==> config.mk <==
export PLATFORM = sky130hd
export DESIGN_NAME = rsdec_syn
export DESIGN_NICKNAME = d
export VERILOG_FILES = /design/src/rtl/rsdec_syn.sv
export SDC_FILE = /design/constraint.sdc
export NUM_CORES = 1
export LEC_CHECK = 0
export BUFFER_PORTS_ARGS = -buffer_cell sky130_fd_sc_hd__buf_2
export CORE_MARGIN = 2
export CORE_UTILIZATION = 35
export DETAILED_ROUTE_END_ITERATION = 12
export MAX_ROUTING_LAYER = met4
export REMOVE_ABC_BUFFERS = 1
export SLEW_MARGIN = 20
export SYNTH_ARGS = -nofsm -noshare
export SYNTH_HDL_FRONTEND = slang
export SYNTH_SLANG_ARGS = --single-unit
==> constraint.sdc <==
create_clock -name clk -period 9.8 [get_ports clk]
set_input_delay 1.47 -clock clk [delete_from_list [all_inputs] [get_ports clk]]
set_output_delay 1.47 -clock clk [all_outputs]
set_load 0.01 [all_outputs]
==> src/rtl/rsdec_syn.sv <==
// rtl/rsdec_syn.sv - RS(255,223) syndrome calculator, 32 Horner lanes over GF(2^8); optional length check under RSDEC_SYN_LENCHK_EN
module rsdec_syn #(
   parameter int N = 255
) (
   input  logic       clk,
   input  logic       clr,
   input  logic       in_valid,
   input  logic [7:0] in_data,
   input  logic       in_last,
   output logic [7:0] syndrome0,
   output logic [7:0] syndrome1,
   output logic [7:0] syndrome2,
   output logic [7:0] syndrome3,
   output logic [7:0] syndrome4,
   output logic [7:0] syndrome5,
   output logic [7:0] syndrome6,
   output logic [7:0] syndrome7,
   output logic [7:0] syndrome8,
   output logic [7:0] syndrome9,
   output logic [7:0] syndrome10,
   output logic [7:0] syndrome11,
   output logic [7:0] syndrome12,
   output logic [7:0] syndrome13,
   output logic [7:0] syndrome14,
   output logic [7:0] syndrome15,
   output logic [7:0] syndrome16,
   output logic [7:0] syndrome17,
   output logic [7:0] syndrome18,
   output logic [7:0] syndrome19,
   output logic [7:0] syndrome20,
   output logic [7:0] syndrome21,
   output logic [7:0] syndrome22,
   output logic [7:0] syndrome23,
   output logic [7:0] syndrome24,
   output logic [7:0] syndrome25,
   output logic [7:0] syndrome26,
   output logic [7:0] syndrome27,
   output logic [7:0] syndrome28,
   output logic [7:0] syndrome29,
   output logic [7:0] syndrome30,
   output logic [7:0] syndrome31,
   output logic       syn_valid,
   output logic       syn_nz,
   output logic       len_err
);

   // multiply by x modulo x^8+x^7+x^2+x+1
   function automatic logic [7:0] gf_xtime(input logic [7:0] a);
      return {a[6:0], 1'b0} ^ (a[7] ? 8'h87 : 8'h00);
   endfunction

   // general product; with a constant operand this folds to an XOR network
   function automatic logic [7:0] gf_mul(input logic [7:0] a, input logic [7:0] b);
      logic [7:0] p;
      logic [7:0] x;
      p = 8'h00;
      x = a;
      for (int k = 0; k < 8; k++) begin
         if (b[k]) p = p ^ x;
         x = gf_xtime(x);
      end
      return p;
   endfunction

   function automatic logic [7:0] alpha_pow(input int n);
      logic [7:0] r;
      r = 8'h01;
      for (int k = 0; k < n; k++) r = gf_xtime(r);
      return r;
   endfunction

   logic [7:0] r_acc [32];
   logic [7:0] r_syn [32];
   logic [7:0] w_next [32];
   logic       r_first;
   logic       r_valid;
   logic       r_nz;
   logic       w_nz;

   // Horner step per lane: a first byte restarts the polynomial, later bytes fold in
   for (genvar g = 0; g < 32; g++) begin : g_lane
      localparam logic [7:0] C_ROOT = alpha_pow(g);
      assign w_next[g] = r_first ? in_data : (gf_mul(r_acc[g], C_ROOT) ^ in_data);
   end

   // errors present when any of the completing syndromes is nonzero
   always_comb begin
      w_nz = 1'b0;
      for (int i = 0; i < 32; i++) w_nz = w_nz | (|w_next[i]);
   end

   // accumulate accepted bytes; on the last byte capture the bank and pulse syn_valid
   always_ff @(posedge clk) begin
      if (clr) begin
         r_first <= 1'b1;
         r_valid <= 1'b0;
         r_nz    <= 1'b0;
         for (int i = 0; i < 32; i++) begin
            r_acc[i] <= 8'h00;
            r_syn[i] <= 8'h00;
         end
      end else begin
         r_valid <= 1'b0;
         if (in_valid) begin
            for (int i = 0; i < 32; i++) r_acc[i] <= w_next[i];
            if (in_last) begin
               for (int i = 0; i < 32; i++) r_syn[i] <= w_next[i];
               r_nz    <= w_nz;
               r_valid <= 1'b1;
               r_first <= 1'b1;
            end else begin
               r_first <= 1'b0;
            end
         end
      end
   end

`ifdef RSDEC_SYN_LENCHK_EN
   localparam logic [7:0] C_N = 8'(N);

   logic [7:0] r_cnt;
   logic       r_ovf;
   logic       r_len_err;
   logic [7:0] w_cnt_next;
   logic       w_ovf_next;

   // count including the current byte; overflow marks a byte arriving past N
   always_comb begin
      w_cnt_next = 8'd1;
      w_ovf_next = 1'b0;
      if (!r_first) begin
         w_cnt_next = (r_cnt == 8'hFF) ? 8'hFF : r_cnt + 8'd1;
         w_ovf_next = r_ovf | (r_cnt == C_N);
      end
   end

   // track frame length and latch the verdict with the syndrome bank
   always_ff @(posedge clk) begin
      if (clr) begin
         r_cnt     <= 8'd0;
         r_ovf     <= 1'b0;
         r_len_err <= 1'b0;
      end else if (in_valid) begin
         r_cnt <= w_cnt_next;
         r_ovf <= w_ovf_next;
         if (in_last) r_len_err <= (w_cnt_next != C_N) | w_ovf_next;
      end
   end

   assign len_err = r_len_err;
`else
   assign len_err = 1'b0;
`endif

   assign syn_valid  = r_valid;
   assign syn_nz     = r_nz;
   assign syndrome0  = r_syn[0];
   assign syndrome1  = r_syn[1];
   assign syndrome2  = r_syn[2];
   assign syndrome3  = r_syn[3];
   assign syndrome4  = r_syn[4];
   assign syndrome5  = r_syn[5];
   assign syndrome6  = r_syn[6];
   assign syndrome7  = r_syn[7];
   assign syndrome8  = r_syn[8];
   assign syndrome9  = r_syn[9];
   assign syndrome10 = r_syn[10];
   assign syndrome11 = r_syn[11];
   assign syndrome12 = r_syn[12];
   assign syndrome13 = r_syn[13];
   assign syndrome14 = r_syn[14];
   assign syndrome15 = r_syn[15];
   assign syndrome16 = r_syn[16];
   assign syndrome17 = r_syn[17];
   assign syndrome18 = r_syn[18];
   assign syndrome19 = r_syn[19];
   assign syndrome20 = r_syn[20];
   assign syndrome21 = r_syn[21];
   assign syndrome22 = r_syn[22];
   assign syndrome23 = r_syn[23];
   assign syndrome24 = r_syn[24];
   assign syndrome25 = r_syn[25];
   assign syndrome26 = r_syn[26];
   assign syndrome27 = r_syn[27];
   assign syndrome28 = r_syn[28];
   assign syndrome29 = r_syn[29];
   assign syndrome30 = r_syn[30];
   assign syndrome31 = r_syn[31];

endmodule

==> key figures, run 1 <==
GRT
  – Vias in the first global route: 18.8k
  – First-pass GRT wire length: 129000 um
  – GRT overflow: 0
  – Global-route usage over all layers: 0.218
  – Largest net degree at the start of global routing: 154
  – Initial antenna violation count: 3

Routing
  – Final ANT Viol Nets: 0
  – DR pass1 iterations: 6
  – Vias: 19.4k
  – Final wirelength: 89800 um
  – Initial DRC count: 2061
  – Routed vias/inst: 5.15
  – Wire per inst: 23.9 um
  – Remaining DRCs: 0

Power
  – Power per Cell Area: 226 nW/um^2
  – Worst VDD drop: 0.000142 V
  – Leak: 12.1 nW

Setup path
  – Bufs and invs on worst path: 1
  – Nature of the critical path endpoint: flip-flop
  – CP max stage cell: o32ai_1
  – Critical Path Source Type: input port
  – FF-to-FF End: syn_nz
  – Critical path class: input port to flip-flop
  – Worst r2r src: r_first
  – Cell depth of the worst flop-to-flop path: 10
  – CP required: 10270 ps
  – Crit Path Max Fanout: 22
  – Crit-path cells: buf_2 > nand2_1 > o32ai_1 > and3_1 > nand4_1 > or4_1 > nor4_2 > and4bb_1 > a32oi_1
  – CP max stage delay: 870 ps
  – CP Data Arrival Time: 5140 ps
  – R2R setup slack: 5270 ps
  – Crit-path leading delay family: simple AND/OR/NAND/NOR gates

Worst hold path
  – Hold_sp: r_first
  – Worst hold stages: 2
  – Endpoint, Worst Hold: r_first
  – Worst hold-check path type: flip-flop to flip-flop

Placed design
  – HPWL Detailed: 63000 um
  – Final GP Congestion: 0.949
  – IO Port Bufs: 269

Yosys
  – Synth Area in Simple Gates: 0.134
  – Proportion of synthesized area in mux cells: 0.00583
  – Synthesized area: 28300 um^2
  – Synth area leader: edfxtp_1
  – Synth Register Bits: 515
  – Post-Synth Adder-Cell Area: 0
  – Dominant cell by count in the synthesized netlist: nor2_1
  – Area contributors post-synth: edfxtp_1, xnor2_1, nor2_1
  – Mean post-synth cell area: 11.6 um^2
  – Synth warn: 0
  – Seq/Total Area, Yosys: 0.545
  – Post-synth EDFFs: 512
  – Yosys cell types: 66
  – Predominant post-synthesis flop cell: edfxtp_1
  – Async SR Flop Fraction: 0
  – Share of the synthesized area in the top cell type: 0.543
  – Largest family of logic cells by synthesized area: XOR/XNOR gates
  – Synth Area in XOR/XNOR: 0.248
  – Syn Inst Count: 2453
  – Compound-Gate Fraction of Synth Area: 0.0428
  – Synth cell count leaders: nor2_1, xnor2_1, edfxtp_1, xor2_1, clkbuf_1

STA
  – Crit path time final: 4670 ps
  – RSZ-0062 raised after global routing: false
  – Fmax: 0.214 GHz
  – Setup violators final: 0
  – Worst Clk Skew: 19.2 ps
  – Final Hold Fails: 0
  – Fin. max-slew vios: 0
  – Slew HR: 0.304
  – Ratio of final minimum period to clock period: 0.477
  – Worst slew pin tran: 1040 ps
  – Setup_tns: 0 ps
  – Hold WS: 822 ps

Run status
  – Status: finished, final reports clean

Floorplanning
  – Starting Density: 0.353
  – Core ar.: 80300 um^2
  – Chip height: 289 um
  – IO Pins: 271
  – Die width: 289 um
  – Die area: 83300 um^2
  – Cell Rows: 104

CTS
  – Root buffer cell: clkbuf_16
  – Post_cts resized: 0
  – Cts-stage hold buffer count: 0
  – Deepest clock path buffer count: 3
  – # clock sinks: 515
  – TritonCTS clock tree: done
  – Worst-Skew Late Latency: 630 ps
  – Clk pin slew, worst setup/hold paths: 60 ps
  – # Post-CTS Setup Buffers: 0
  – CTS buffer count: 58
  – H-tree depth: 2

Final layout
  – Multi-input gate area: 12200 um^2
  – Antenna cell count: 0
  – Nets@finish: 2665
  – Area grow syn2layout: 15.1%
  – Fin util: 0.406
  – Share of layout cells above drive strength 1: 0.150
  – Fillers: 7672
  – FF/Latch Area: 15400 um^2

Run
  – MaxCap Viol Count: 0
stage by stage:
step	cells	area, um^2	power, mW	setup WS, ps
detailed placement	3653	30600	5.08	4660
floorplan	2300	27700	4.40	-45.6
global route	3763	32600	7.67	5170
global placement	3653	30600	5.07	4640
finish	3763	32600	7.37	5130
CTS	3763	32600	7.40	5300
layer usage:
layer	track usage	vias to the layer above	routed length, um
li1	-	8836	-
met1	0.296	9621	39300
met4	0.0755	0	3280
met2	0.336	764	41800
met3	0.0295	160	5520
met5	-	-	0
worst register-to-register path: stages (launching register included):
cell	delay, ps
dfxtp_4	690
buf_4	640
buf_4	790
a21oi_1	200
o32ai_1	460
and3_1	310
nand4_1	180
or4_1	470
nor4_2	300
and4bb_1	230
a32oi_1	100
worst max-delay path by stage:
stage               start  slack (ps)      to  cells past startpoint
6_report       in_data[4]        5130  syn_nz                      9
5_1_grt           r_first        5170  syn_nz                     10
3_3_place_gp   in_data[4]        4640  syn_nz                      9
4_1_cts        in_data[4]        5300  syn_nz                      9
3_5_place_dp   in_data[4]        4660  syn_nz                      9
2_1_floorplan     r_first         -50  syn_nz                      9
area by class of cell:
type | instances | area share
multi-input cells | 1775 | 0.375
flip-flops and latches | 515 | 0.473
repair buffers | 293 | 0.0480
inverters | 10 | 0.00138
well taps | 1060 | 0.0407
clock inverters | 41 | 0.0137
clock buffers | 69 | 0.0477
cell families (layout without fill, tap and decap cells):
logic type                Yosys count  count (layout)
and+or+nand+nor                   859             859
xor gates and xnor gates          708             708
DFF                               515             515
AOI/OAI and AO/OA                 192             192
buffers and inverters             163             413
muxes                              15              15
other                               1               1
report_power, final:
group	internal, mW	total, mW	switching, mW
Sequential	2.70	2.88	0.176
Combinational	0.891	2.19	1.29
Clock	1.35	2.30	0.952
flip-flops by register name (all words and copies together), names as in the netlist:
| signal | cells |
|---|---|
| syn_nz | 1 |
| r_first | 1 |
| syn_valid | 1 |
| r_acc | 256 |
| r_syn | 256 |
layout by cell type (no fill, tap or decap), types with 6 or more instances in the layout:
cell type and count:
nor2_1 587, xnor2_1 536, edfxtp_1 512, buf_2 268
xor2_1 110, a21oi_1 64, clkbuf_16 61, o21ai_0 53
nand2_1 49, xnor3_1 46, nor2b_1 37, or3_1 35
nand4_1 32, nor3_1 28, buf_4 22, nand3_1 18
a31oi_1 15, and3_1 13, o32ai_1 13, mux2i_1 12
and2_1 11, clkinv_1 10, xor3_1 9, nor4_1 9
inv_1 8, nand2b_1 8, o32a_1 8, o22ai_1 8
clkbuf_1 8, bufinv_16 8, nor4bb_1 7, clkinv_2 7
clkinv_4 7, nor4b_1 6, clkinvlp_4 6
No activity file was read; power rests on OpenSTA's default activity.
==> inputs of run 2 (changes only) <==
==> constraint.sdc (replaced) <==
create_clock -name clk -period 4.1 [get_ports clk]
set_input_delay 0.615 -clock clk [delete_from_list [all_inputs] [get_ports clk]]
set_output_delay 0.615 -clock clk [all_outputs]
set_load 0.01 [all_outputs]
==> key figures, run 2 (synthesized netlist as in run 1, its figures left out) <==
Routing
  – Vias: 19.8k
  – Routed vias/inst: 5.19
  – Remaining DRCs: 0
  – Initial DRC count: 1926
  – DR pass1 iterations: 6
  – Final wirelength: 92600 um
  – Wire per inst: 24.3 um
  – Final ANT Viol Nets: 0

GRT
  – First-pass GRT wire length: 132000 um
  – Vias in the first global route: 19.2k
  – GRT overflow: 0
  – Global-route usage over all layers: 0.224
  – Largest net degree at the start of global routing: 108
  – Initial antenna violation count: 4

STA
  – Worst slew pin tran: 939 ps
  – Setup violators final: 0
  – RSZ-0062 raised after global routing: false
  – Hold WS: 323 ps
  – Fmax: 0.276 GHz
  – Worst Clk Skew: 27.8 ps
  – Crit path time final: 3620 ps
  – Fin. max-slew vios: 0
  – Slew HR: 0.374
  – Ratio of final minimum period to clock period: 0.883
  – Final Hold Fails: 0

Placed design
  – DP Area: 31000 um^2
  – HPWL Detailed: 67200 um
  – Final GP Congestion: 0.954
  – IO Port Bufs: 269

Setup path
  – CP dominant cell by count: nor4_1
  – Crit Path Max Fanout: 40
  – Critical Path Source Type: flip-flop
  – CP required: 4570 ps
  – Crit-path leading delay family: simple AND/OR/NAND/NOR gates
  – Crit-path cells: inv_1 > nand2_1 > o22ai_1 > nand4_1 > nor4_1 > nand3_1 > nor4_1 > and4_1 > a32oi_1
  – Critical path class: flip-flop to flip-flop
  – CP max stage delay: 600 ps
  – Bufs and invs on worst path: 1
  – Nature of the critical path endpoint: flip-flop
  – CP max stage cell: nor4_1
  – CP Data Arrival Time: 4100 ps

CTS
  – # Post-CTS Setup Buffers: 0
  – TritonCTS clock tree: done
  – Cts-stage hold buffer count: 0
  – Post_cts resized: 0
  – Clk pin slew, worst setup/hold paths: 60 ps
  – H-tree depth: 2
  – # clock sinks: 515
  – Deepest clock path buffer count: 3
  – Root buffer cell: clkbuf_16
  – CTS buffer count: 57
  – Worst-Skew Late Latency: 630 ps

Final layout
  – Commonest non-fill, non-tap cells in the layout: nor2_1, xnor2_1, edfxtp_1
  – Fin util: 0.411
  – Share of layout cells above drive strength 1: 0.164
  – Most common cell after layout, fill and taps aside: nor2_1
  – Regs by FF count: r_acc (256), r_syn (256)
  – Design area: 33000 um^2
  – Nets@finish: 2711
  – Fillers: 7609
  – Area grow syn2layout: 16.5%

Power
  – Power per Cell Area: 535 nW/um^2
  – Total power: 17.7 mW
  – Worst VDD drop: 0.000309 V
  – Leak: 12.3 nW

Floorplanning
  – Starting Density: 0.353
  – Cell Rows: 104
  – Die area: 83300 um^2
  – Chip height: 289 um
  – Core ar.: 80300 um^2
  – IO Pins: 271
  – Die width: 289 um

Worst hold path
  – Worst hold-check path type: input port to flip-flop

Run status
  – Status: finished, final reports clean

Run
  – MaxCap Viol Count: 0
run 2: changes by cell type in the layout (fill, tap and decap cells not counted):
cell        delta
buf_4         +41
diode_2        +7
buf_12         +6
clkbuf_16      -4
clkinv_1       -3
bufinv_16      +2
clkbuf_1       -1
clkinvlp_4     +1
inv_6          -1
run 2: cell type report:
class / instances / area [um^2] / area share
Tap cell: 1060 / 1330 / 0.0402
Clock inverter: 40 / 493 / 0.0149
Antenna cell: 7 / 17.5 / 0.000531
Clock buffer: 64 / 1450 / 0.0440
Multi-Input combinational cell: 1775 / 12200 / 0.371
Sequential cell: 515 / 15400 / 0.468
Inverter: 10 / 45.0 / 0.00136
Timing Repair Buffer: 340 / 1990 / 0.0604
run 2: layer usage:
metal | share of wire | GRT usage | up-vias
li1 | - | - | 8919
met1 | 0.43 | 0.299 | 9864
met2 | 0.46 | 0.341 | 820
met3 | 0.073 | 0.0361 | 162
met4 | 0.039 | 0.0865 | 0
met5 | 0 | - | -
run 2: worst paths after layout:
check,from,endpoint,slack [ps],cells after the start
worst max-delay path,r_first,syn_nz,480,9
worst min-delay path,in_valid,r_first,320,2
worst max register to register,r_first,syn_nz,480,9
worst min register to register,syn_nz,syn_nz,800,2
run 2: per-stage QoR:
stage	setup WS (ps)	cells	setup TNS, ps
final	478	3811	0
after CTS	503	3804	0
after detailed placement	515	3700	0
after global placement	504	3700	0
after floorplan	-5750	2300	-1959690
after global routing	355	3807	0
run 2: worst register-to-register path: cells and delay by family (launching register included):
family / cells / cell delay [ps]
simple gates: 6 / 2150
flops: 1 / 510
buf+inv: 1 / 480
compound gates: 2 / 340
run 2: report_power, final:
group	switching, mW	leakage [nW]	internal [mW]
Sequential	0.420	5.54	6.46
Clock	2.22	0.929	3.18
Combinational	3.19	5.83	2.19
Total	5.83	12.3	11.8
==> inputs of run 3 (changes only) <==
==> constraint.sdc (replaced) <==
create_clock -name clk -period 4.1 [get_ports clk]
set_input_delay 0.205 -clock clk [delete_from_list [all_inputs] [get_ports clk]]
set_output_delay 0.205 -clock clk [all_outputs]
set_load 0.01 [all_outputs]
==> key figures, run 3 (synthesized netlist as in run 1, its figures left out) <==
Placed design
  – HPWL Detailed: 64900 um
  – Final GP Congestion: 0.907
  – Dpl ws: 472 ps
  – Dpl cells: 3693
  – DP Area: 31000 um^2
  – IO Port Bufs: 269

STA
  – Hold WS: 77.5 ps
  – Fin. max-slew vios: 0
  – Ratio of final minimum period to clock period: 0.890
  – Fmax: 0.274 GHz
  – RSZ-0062 raised after global routing: false
  – Worst slew pin tran: 1030 ps
  – Setup_tns: 0 ps
  – Setup WS post-layout: 449 ps
  – Slew HR: 0.312
  – Final Hold Fails: 0
  – Setup violators final: 0
  – Crit path time final: 3650 ps
  – Worst Clk Skew: 35.2 ps

CTS
  – H-tree depth: 2
  – CTS buffer count: 56
  – Post_cts resized: 0
  – TritonCTS clock tree: done
  – Clk pin slew, worst setup/hold paths: 70 ps
  – # clock sinks: 515
  – # Post-CTS Setup Buffers: 0
  – Deepest clock path buffer count: 3
  – Worst-Skew Late Latency: 640 ps
  – Root buffer cell: clkbuf_16
  – Cts-stage hold buffer count: 1

Routing
  – Routed vias/inst: 5.14
  – Final ANT Viol Nets: 0
  – Wire per inst: 23.8 um
  – Final wirelength: 90300 um
  – DR pass1 iterations: 7
  – Vias: 19.5k
  – Initial DRC count: 1724
  – Remaining DRCs: 0

Setup path
  – CP Data Arrival Time: 4130 ps
  – Critical path class: flip-flop to flip-flop
  – Cell depth of the worst flop-to-flop path: 9
  – R2R setup slack: 450 ps
  – FF-to-FF End: syn_nz
  – CP required: 4580 ps
  – Critical Path Source Type: flip-flop
  – Nature of the critical path endpoint: flip-flop
  – Critical path origin: r_acc[0][115]
  – Setup crit end: syn_nz
  – Crit Path Max Fanout: 4
  – Worst r2r src: r_acc[0][115]

Power
  – Leak: 12.3 nW
  – Power per Cell Area: 535 nW/um^2
  – Worst VDD drop: 0.000326 V
  – Total power: 17.6 mW

Final layout
  – Multi-input gate area: 12200 um^2
  – Commonest non-fill, non-tap cells in the layout: nor2_1, xnor2_1, edfxtp_1
  – Most common cell after layout, fill and taps aside: nor2_1
  – FF/Latch Area: 15400 um^2
  – Fillers: 7543
  – Regs by FF count: r_acc (256), r_syn (256)
  – Fin cells: 3799
  – Area grow syn2layout: 16.4%
  – Design area: 33000 um^2
  – Nets@finish: 2704
  – Fin util: 0.411
  – Share of layout cells above drive strength 1: 0.163

GRT
  – Global-route usage over all layers: 0.219
  – GRT overflow: 0
  – Vias in the first global route: 19.3k
  – Initial antenna violation count: 3
  – Largest net degree at the start of global routing: 114
  – First-pass GRT wire length: 130000 um

Floorplanning
  – Cell Rows: 104
  – Die width: 289 um
  – IO Pins: 271
  – Chip height: 289 um
  – Die area: 83300 um^2
  – Core ar.: 80300 um^2
  – Starting Density: 0.353

Run status
  – Status: finished, final reports clean

Run
  – MaxCap Viol Count: 0

Worst hold path
  – Worst hold-check path type: input port to flip-flop
## run 3: power by group
part           switching, mW  internal, mW
clock                   2.30          3.16
sequential             0.417          6.46
combinational           3.11          2.18
## run 3: cell type report
cell class	count	area share
diodes	1	0.0000759
well taps	1060	0.0402
clock inverters	45	0.0170
repair buffers	334	0.0596
multi-input cells	1775	0.371
flip-flops and latches	515	0.468
clock buffers	59	0.0428
inverters	10	0.00137
## run 3: worst min-delay path by stage
stage	cells after the start	from	end	slack, ps
4_1_cts	3	in_last	r_first	40
2_1_floorplan	1	in_valid	r_first	310
6_report	2	clr	r_acc[1][31]	80
3_3_place_gp	2	in_valid	r_first	530
3_5_place_dp	2	in_valid	r_first	520
5_1_grt	3	in_last	r_first	80
## run 3: critical path: stages, from the launching register on
cell and delay, ps:
edfxtp_1 460, xnor2_1 330, xor2_1 200, xnor2_1 580
o22ai_1 260, a21boi_0 360, nor4b_1 760, nand4_1 150
and4bb_1 290, a32oi_1 90
## run 3: routing by layer
metal / wire length (um) / vias to the layer above / GRT usage
li1: - / 8925 / -
met1: 38200 / 9662 / 0.286
met2: 41200 / 775 / 0.333
met5: 0 / - / -
met3: 6640 / 166 / 0.0419
met4: 4170 / 0 / 0.0956
